File: src/rtl/ofdm_ifft_manager_if.sv
// Symbol-load, result-stream and status signals of the OFDM IFFT manager.
// The master side feeds samples and drains results; the slave side is the block itself.
interface ofdm_ifft_manager_if;
  logic        start;
  logic [31:0] data_in;
  logic        data_valid;
  logic        s_axis_data_tready;
  logic        s_axis_config_tready;
  logic        m_axis_data_tready;
  logic [31:0] data_out;
  logic        data_out_valid;
  logic [15:0] m_axis_real_unsigned;
  logic        busy;
  logic        done;

  modport master (
    output start, data_in, data_valid, m_axis_data_tready,
    input  s_axis_data_tready, s_axis_config_tready, data_out, data_out_valid,
    input  m_axis_real_unsigned, busy, done
  );

  modport slave (
    input  start, data_in, data_valid, m_axis_data_tready,
    output s_axis_data_tready, s_axis_config_tready, data_out, data_out_valid,
    output m_axis_real_unsigned, busy, done
  );
endinterface

File: src/rtl/ofdm_ifft_manager.sv
// Buffers one OFDM symbol, computes its inverse DFT with one complex MAC per cycle,
// and streams the scaled time-domain samples out with backpressure.
module ofdm_ifft_manager #(
  parameter int POINTS = 16,
  parameter int LOG2P  = 4
) (
  input logic               aclk,
  input logic               aresetn,
  ofdm_ifft_manager_if.slave bus
);

  localparam int CW    = LOG2P + 1;
  localparam int ACC_W = 40;
  localparam logic [LOG2P-1:0]       IDX_LAST = LOG2P'(POINTS - 1);
  localparam logic [CW-1:0]          CNT_FULL = CW'(POINTS);
  localparam logic [CW-1:0]          CNT_LAST = CW'(POINTS - 1);
  localparam logic signed [ACC_W-1:0] RND_HALF = 40'sd1 <<< (14 + LOG2P);

  // Quarter-wave cosine for a 64-point circle, Q1.15 with +1 mapped to 32767.
  localparam logic signed [15:0] QTAB [17] = '{
    16'sd32767, 16'sd32609, 16'sd32137, 16'sd31356, 16'sd30273, 16'sd28898,
    16'sd27245, 16'sd25329, 16'sd23170, 16'sd20787, 16'sd18204, 16'sd15446,
    16'sd12539, 16'sd9512,  16'sd6393,  16'sd3212,  16'sd0
  };

  typedef enum logic [1:0] {S_IDLE, S_LOAD, S_COMPUTE, S_OUTPUT} state_e;

  function automatic logic signed [15:0] cos64(input logic [5:0] m);
    logic [4:0] r;
    logic [4:0] rr;
    r  = {1'b0, m[3:0]};
    rr = 5'd16 - r;
    case (m[5:4])
      2'd0:    cos64 = QTAB[r];
      2'd1:    cos64 = -QTAB[rr];
      2'd2:    cos64 = -QTAB[r];
      default: cos64 = QTAB[rr];
    endcase
  endfunction

  function automatic logic signed [15:0] sat16(input logic signed [ACC_W-1:0] v);
    if (v > 40'sd32767)       sat16 = 16'sh7fff;
    else if (v < -40'sd32768) sat16 = 16'sh8000;
    else                      sat16 = v[15:0];
  endfunction

  // Twiddle ROM: entry i holds W = cos(2*pi*i/POINTS) + j*sin(2*pi*i/POINTS).
  logic signed [15:0] rom_cos [POINTS];
  logic signed [15:0] rom_sin [POINTS];
  for (genvar g = 0; g < POINTS; g++) begin : g_rom
    localparam logic [5:0] M = 6'(g * (64 / POINTS));
    assign rom_cos[g] = cos64(M);
    assign rom_sin[g] = cos64(M + 6'd48);
  end

  state_e                   state_q, state_d;
  logic [CW-1:0]            count_q, count_d;
  logic [LOG2P-1:0]         k_q, k_d, n_q, n_d, out_idx_q, out_idx_d;
  logic signed [ACC_W-1:0]  acc_re_q, acc_re_d, acc_im_q, acc_im_d;
  logic [31:0]              data_out_q, data_out_d;
  logic                     valid_q, valid_d, done_q, done_d;

  logic [31:0]              sym_mem [POINTS];
  logic [31:0]              res_mem [POINTS];
  logic                     sym_we, res_we;
  logic [LOG2P-1:0]         sym_waddr, res_waddr;
  logic [31:0]              res_wdata;

  logic [LOG2P-1:0]         tw_idx, out_nxt;
  logic [31:0]              x_word;
  logic signed [15:0]       xr, xi, wc, ws;
  logic signed [31:0]       p_rc, p_is, p_rs, p_ic;
  logic signed [ACC_W-1:0]  mac_re, mac_im, rnd_re, rnd_im;

  // Entries beyond the loaded count read as zero, which covers an aborted load.
  always_comb begin
    tw_idx = k_q * n_q;
    x_word = ({1'b0, k_q} < count_q) ? sym_mem[k_q] : 32'h0;
    xr     = x_word[15:0];
    xi     = x_word[31:16];
    wc     = rom_cos[tw_idx];
    ws     = rom_sin[tw_idx];
    p_rc   = xr * wc;
    p_is   = xi * ws;
    p_rs   = xr * ws;
    p_ic   = xi * wc;
    mac_re = acc_re_q + ACC_W'(p_rc) - ACC_W'(p_is);
    mac_im = acc_im_q + ACC_W'(p_rs) + ACC_W'(p_ic);
    rnd_re = (mac_re + RND_HALF) >>> (15 + LOG2P);
    rnd_im = (mac_im + RND_HALF) >>> (15 + LOG2P);
  end

  // NOTE: every variable gets a default first so no path leaves it unassigned (no latches).
  always_comb begin
    state_d    = state_q;
    count_d    = count_q;
    k_d        = k_q;
    n_d        = n_q;
    out_idx_d  = out_idx_q;
    acc_re_d   = acc_re_q;
    acc_im_d   = acc_im_q;
    data_out_d = data_out_q;
    valid_d    = valid_q;
    done_d     = 1'b0;
    sym_we     = 1'b0;
    sym_waddr  = count_q[LOG2P-1:0];
    res_we     = 1'b0;
    res_waddr  = n_q;
    res_wdata  = {sat16(rnd_im), sat16(rnd_re)};
    out_nxt    = out_idx_q + 1'b1;

    case (state_q)
      S_IDLE: begin
        k_d       = '0;
        n_d       = '0;
        out_idx_d = '0;
        acc_re_d  = '0;
        acc_im_d  = '0;
        count_d   = '0;
        if (bus.start && bus.data_valid) begin
          sym_we    = 1'b1;
          sym_waddr = '0;
          count_d   = CW'(1);
          state_d   = S_LOAD;
        end
      end
      S_LOAD: begin
        if (!bus.start) begin
          state_d = S_COMPUTE;
        end else if (bus.data_valid && count_q < CNT_FULL) begin
          sym_we  = 1'b1;
          count_d = count_q + 1'b1;
          if (count_q == CNT_LAST) state_d = S_COMPUTE;
        end
      end
      S_COMPUTE: begin
        if (k_q == IDX_LAST) begin
          res_we   = 1'b1;
          acc_re_d = '0;
          acc_im_d = '0;
          k_d      = '0;
          if (n_q == IDX_LAST) begin
            state_d    = S_OUTPUT;
            done_d     = 1'b1;
            valid_d    = 1'b1;
            out_idx_d  = '0;
            data_out_d = res_mem[0];
          end else begin
            n_d = n_q + 1'b1;
          end
        end else begin
          acc_re_d = mac_re;
          acc_im_d = mac_im;
          k_d      = k_q + 1'b1;
        end
      end
      default: begin
        if (valid_q && bus.m_axis_data_tready) begin
          if (out_idx_q == IDX_LAST) begin
            valid_d = 1'b0;
            count_d = '0;
            state_d = S_IDLE;
          end else begin
            out_idx_d  = out_nxt;
            data_out_d = res_mem[out_nxt];
          end
        end
      end
    endcase
  end

  // NOTE: sequential state uses non-blocking assignments so all flops update together.
  always_ff @(posedge aclk or negedge aresetn) begin
    if (!aresetn) begin
      state_q    <= S_IDLE;
      count_q    <= '0;
      k_q        <= '0;
      n_q        <= '0;
      out_idx_q  <= '0;
      acc_re_q   <= '0;
      acc_im_q   <= '0;
      data_out_q <= '0;
      valid_q    <= 1'b0;
      done_q     <= 1'b0;
    end else begin
      state_q    <= state_d;
      count_q    <= count_d;
      k_q        <= k_d;
      n_q        <= n_d;
      out_idx_q  <= out_idx_d;
      acc_re_q   <= acc_re_d;
      acc_im_q   <= acc_im_d;
      data_out_q <= data_out_d;
      valid_q    <= valid_d;
      done_q     <= done_d;
    end
  end

  // NOTE: buffers are not reset; their contents are always written before being read.
  always_ff @(posedge aclk) begin
    if (sym_we) sym_mem[sym_waddr] <= bus.data_in;
    if (res_we) res_mem[res_waddr] <= res_wdata;
  end

  assign bus.busy                 = (state_q != S_IDLE);
  assign bus.s_axis_config_tready = (state_q == S_IDLE);
  assign bus.s_axis_data_tready   = (state_q == S_IDLE) ||
                                    ((state_q == S_LOAD) && (count_q < CNT_FULL));
  assign bus.data_out             = data_out_q;
  assign bus.data_out_valid       = valid_q;
  assign bus.done                 = done_q;
  assign bus.m_axis_real_unsigned = {~data_out_q[15], data_out_q[14:0]};

endmodule

File: src/flat_wrapper.sv
// flat-port wrapper written by rule: the top's interface ports become plain ports
module ofdm_ifft_manager_flat 
#(
  parameter int POINTS = 16,
  parameter int LOG2P  = 4
)
  (aclk, aresetn, bus_start, bus_data_in, bus_data_valid, bus_m_axis_data_tready, bus_s_axis_data_tready, bus_s_axis_config_tready, bus_data_out, bus_data_out_valid, bus_m_axis_real_unsigned, bus_busy, bus_done);
  ofdm_ifft_manager_if bus_i ();
  input logic aclk;
  input logic aresetn;
  input wire logic [$bits(bus_i.start)-1:0] bus_start;
  input wire logic [$bits(bus_i.data_in)-1:0] bus_data_in;
  input wire logic [$bits(bus_i.data_valid)-1:0] bus_data_valid;
  input wire logic [$bits(bus_i.m_axis_data_tready)-1:0] bus_m_axis_data_tready;
  output wire logic [$bits(bus_i.s_axis_data_tready)-1:0] bus_s_axis_data_tready;
  output wire logic [$bits(bus_i.s_axis_config_tready)-1:0] bus_s_axis_config_tready;
  output wire logic [$bits(bus_i.data_out)-1:0] bus_data_out;
  output wire logic [$bits(bus_i.data_out_valid)-1:0] bus_data_out_valid;
  output wire logic [$bits(bus_i.m_axis_real_unsigned)-1:0] bus_m_axis_real_unsigned;
  output wire logic [$bits(bus_i.busy)-1:0] bus_busy;
  output wire logic [$bits(bus_i.done)-1:0] bus_done;
  assign bus_i.start = bus_start;
  assign bus_i.data_in = bus_data_in;
  assign bus_i.data_valid = bus_data_valid;
  assign bus_i.m_axis_data_tready = bus_m_axis_data_tready;
  assign bus_s_axis_data_tready = bus_i.s_axis_data_tready;
  assign bus_s_axis_config_tready = bus_i.s_axis_config_tready;
  assign bus_data_out = bus_i.data_out;
  assign bus_data_out_valid = bus_i.data_out_valid;
  assign bus_m_axis_real_unsigned = bus_i.m_axis_real_unsigned;
  assign bus_busy = bus_i.busy;
  assign bus_done = bus_i.done;
  ofdm_ifft_manager #(.POINTS(POINTS), .LOG2P(LOG2P)) u_core (.aclk(aclk), .aresetn(aresetn), .bus(bus_i));
endmodule
File: config.mk
export PLATFORM = sky130hd
export DESIGN_NAME = ofdm_ifft_manager_flat
export DESIGN_NICKNAME = d
export VERILOG_FILES = /design/src/rtl/ofdm_ifft_manager_if.sv /design/src/rtl/ofdm_ifft_manager.sv /design/src/flat_wrapper.sv
export SDC_FILE = /design/constraint.sdc
export NUM_CORES = 2
export LEC_CHECK = 0
export ABC_CLOCK_PERIOD_IN_PS = 13600
export CORE_MARGIN = 1
export CORE_UTILIZATION = 40
export CTS_CLUSTER_SIZE = 20
export DETAILED_ROUTE_END_ITERATION = 8
export HOLD_SLACK_MARGIN = 0.03
export MAX_ROUTING_LAYER = met4
export SLEW_MARGIN = 15
export SYNTH_ARGS = -nofsm -noshare
export SYNTH_HDL_FRONTEND = slang
export SYNTH_SLANG_ARGS = --single-unit
File: constraint.sdc
create_clock -name aclk -period 13.6 [get_ports aclk]
set_input_delay 2.72 -clock aclk [delete_from_list [all_inputs] [get_ports aclk]]
set_output_delay 2.72 -clock aclk [all_outputs]
set_load 0.05 [all_outputs]
==> results.md <==
- Reg-to-Reg Start: u_core.n_q[1]
- Largest net degree at the start of global routing: 110
- Number of antenna violations at the first check in global routing: 6
- I/O pin count: 90
- Library cells used by synthesis: 98
- Via count of the first global-routing pass: 60910
- Hold path startpoint: u_core.acc_im_q[13]
- Routed WL per cell: 25.02 um
- TritonCTS buffer count: 121
- Crit start category: register
- Standard cell core area: 227900 sq um
- Crit share post-route: 96.14%
- Most frequent cell on the critical path: sky130_fd_sc_hd__fa_1
- Outcome: complete, no violations
- Count of buffers from port buffering: 89
- Maximum cell stage delay along the critical path: 0.67 ns
- H-tree depth: 3
- Synth async-reset ratio: 11.50%
- Post-synthesis area per instance: 12.76 sq um
- Synth area leaders: sky130_fd_sc_hd__edfxtp_1, sky130_fd_sc_hd__fa_1, sky130_fd_sc_hd__mux4_2
- Portion of the post-synthesis area used by sequential elements: 37.09%
- Measured slew at the worst slew-check pin: 1.245 ns
- Register clock-pin slew on the reported worst setup and hold paths: 0.06 ns
- Nets@finish: 9145
- Worst-case clock skew: 0.08582 ns
- Capturing element of the worst setup path: u_core.res_mem[13][19]
- Worst reg2reg path depth: 38
- # Max-Cap Violations: 0
- Simple-gate portion of the synthesized area: 6.075%
- Post-layout worst setup margin: 0.5245 ns
- Slack of the worst reg-to-reg path: 0.52 ns
- Top-count cell post-synth: sky130_fd_sc_hd__inv_1
- Aggregate global routing overflow: 0
- Placed wire-length estimate: 195600 um
- Post-synthesis adder-cell area fraction: 34.88%
- Top flip-flop cell by instance count after synthesis: sky130_fd_sc_hd__edfxtp_1
- Height of the die: 481.3 um
- Worst-Skew Late Latency: 0.82 ns
- Synthesis-to-layout area growth: 10.90%
- DRC violation count after routing: 0
- Total iterations of the first detailed-routing run: 7
- Slew margin rel.: 17.00%
- Cell type with the largest total area after synthesis: sky130_fd_sc_hd__edfxtp_1
- Standard cell with the maximum stage delay on the critical path: sky130_fd_sc_hd__a311oi_1
- X dimension of the die: 481.3 um
- Number of hold-slack violations in the final timing report: 0
- Die area: 231600 sq um
- TritonCTS clock tree: built
- Number of sinks driven by the clock tree: 1157
- Initial cell density of the core: 40.31%
- Total wire length: 262500 um
- Cell area after placement: 97650 sq um
- Total of hold buffers inserted after clock tree synthesis: 0
- Worst-path maximum fanout: 22
- Proportion of synthesized area in mux cells: 8.352%
- GR Util All Layers: 23.92%
- Total nets after synthesis: 8973
- Worst Path Required: 13.91 ns
- Area of all placed cells without fillers: 101900 sq um
- CTS Root Cell: sky130_fd_sc_hd__clkbuf_16
- Yosys warning total: 0
- Total vias in the final route: 55960
- Area share of xor/xnor cells in the synthesized design: 1.227%
- First-pass GRT wire length: 395100 um
- Worst reg2reg path endpoint: u_core.res_mem[13][19]
- Crit Path Class: reg2reg
- Fraction of layout instances using a drive strength above 1: 11.92%
- Launching instance or port of the critical path: u_core.n_q[1]
- Routability cong.: 0.9974
- Worst hold slack across all endpoints: 0.4804 ns
- Dominant combinational cell family by area after synthesis: adder cells
- Worst-case setup slack after placement: -0.2905 ns
- Flip-flop and latch count after synthesis: 1157
- EDFF count, synth: 1024
- Fraction of synthesized cell area taken by the top area cell type: 33.47%
- Cell row count: 175
- Cell area after synthesis: 91880 sq um
- Setup repair after global routing missed its margin: false
- Post-layout minimum cycle time: 13.08 ns
- Cells after synthesis: 7200
- Avg Vias per Cell: 5.334
- Placed insts: 10240
- Clk buf depth: 3
- Maximum clock frequency: 0.07648 GHz
- Compound-cell area share of the yosys netlist: 4.599%
- # setup viols final: 0
- Fillcell total: 20600
- Detailed Route Iter0 Violations: 4694
- Layout Cells excl Fill: 10490
- Final Max Slew Viols: 0
- Arr. time, crit path: 13.38 ns
- Remaining antenna violation count after routing: 0
- Leading post-synthesis cells by instance count: sky130_fd_sc_hd__inv_1, sky130_fd_sc_hd__fa_1, sky130_fd_sc_hd__edfxtp_1
- Class of the worst hold path: reg2reg
- Crit path capture type: register
registers in the layout (all words and copies together) (netlist names):
register                   count
u_core.k_q                     4
u_core.acc_re_q               40
u_core.acc_im_q               40
u_core.bus.done                1
u_core.sym_mem               512
u_core.out_idx_q               4
u_core.n_q                     4
u_core.state_q                 2
u_core.bus.data_out           32
u_core.bus.data_out_valid      1
u_core.res_mem               512
u_core.count_q                 5
final cells by class:
class / instances / area [sq um] / area share [%]
inverter: 1570 / 5893 / 5.783
multi-input combinational: 4170 / 51150 / 50.20
tap: 3009 / 3765 / 3.695
timing repair buffer: 352 / 2953 / 2.898
clock buffer: 148 / 3191 / 3.131
antenna: 7 / 17.52 / 0.01719
sequential: 1157 / 34100 / 33.46
clock inverter: 77 / 828.3 / 0.8129
layer usage:
| layer | track usage [%] | share of wire, % | vias to the layer above |
|---|---|---|---|
| met1 | 31.60 | 42 | 29500 |
| met3 | 3.929 | 7.0 | 510 |
| met5 | - | 0 | - |
| met2 | 37.50 | 47 | 2072 |
| li1 | - | - | 23870 |
| met4 | 8.263 | 3.8 | 0 |
worst min-delay path by stage:
stage / to / depth (start not counted)
6_report: u_core.acc_im_q[13] / 2
5_1_grt: u_core.acc_im_q[13] / 2
4_1_cts: u_core.acc_im_q[13] / 2
3_5_place_dp: u_core.acc_im_q[13] / 2
3_3_place_gp: u_core.bus.data_out[25] / 2
2_1_floorplan: u_core.acc_im_q[6] / 2
cells in the final DEF (no fill, tap or decap), types with 66 or more instances in the layout:
| master | synthesis | routed |
|---|---|---|
| sky130_fd_sc_hd__mux4_2 | 294 | 294 |
| sky130_fd_sc_hd__dfrtp_1 | 133 | 128 |
| sky130_fd_sc_hd__o21ai_0 | 144 | 143 |
| sky130_fd_sc_hd__nor2_1 | 505 | 472 |
| sky130_fd_sc_hd__ha_1 | 360 | 359 |
| sky130_fd_sc_hd__mux2i_1 | 68 | 66 |
| sky130_fd_sc_hd__nand3_1 | 68 | 67 |
| sky130_fd_sc_hd__nand2_1 | 540 | 539 |
| sky130_fd_sc_hd__xnor2_1 | 84 | 81 |
| sky130_fd_sc_hd__fa_1 | 1376 | 1376 |
| sky130_fd_sc_hd__clkdlybuf4s50_1 | 0 | 88 |
| sky130_fd_sc_hd__a21oi_1 | 107 | 107 |
| sky130_fd_sc_hd__edfxtp_1 | 1024 | 1024 |
| sky130_fd_sc_hd__inv_1 | 1567 | 1566 |
| sky130_fd_sc_hd__buf_4 | 18 | 255 |
| sky130_fd_sc_hd__clkbuf_16 | 0 | 122 |
through the flow:
stage          util [%]  TNS, ns
2_1_floorplan         -        0
3_3_place_gp      42.82   -4.659
3_5_place_dp      42.84   -26.52
4_1_cts           44.62        0
5_1_grt           44.70        0
6_report          44.70        0
cell families (layout without fill, tap and decap cells):
kind of cell / Yosys count / in the layout
other cells: 0 / 7
compound gates: 598 / 598
simple gates: 1314 / 1314
fa+ha+maj: 1736 / 1736
mux: 395 / 395
xor+xnor: 127 / 127
buf+inv: 1873 / 2147
flops: 1157 / 1157
critical path, delay by kind of cell, from the launching register on:
kind | cells | cell delay, ns
adders and majority gates | 12 | 5.35
AOI/OAI and AO/OA | 9 | 3.78
and+or+nand+nor | 6 | 1.45
xor gates and xnor gates | 4 | 1.01
buffers and inverters | 7 | 0.52
DFF | 1 | 0.46
timing repair:
action,in CTS,in global routing
gates resized for setup,1,15
setup buffers,3,11
setup endpoints to repair,210,464
pin swaps,3,13
Power is left out: the tool's default activity adds up to more than one toggle a clock period on the data nets, which glitch-free logic cannot reach.
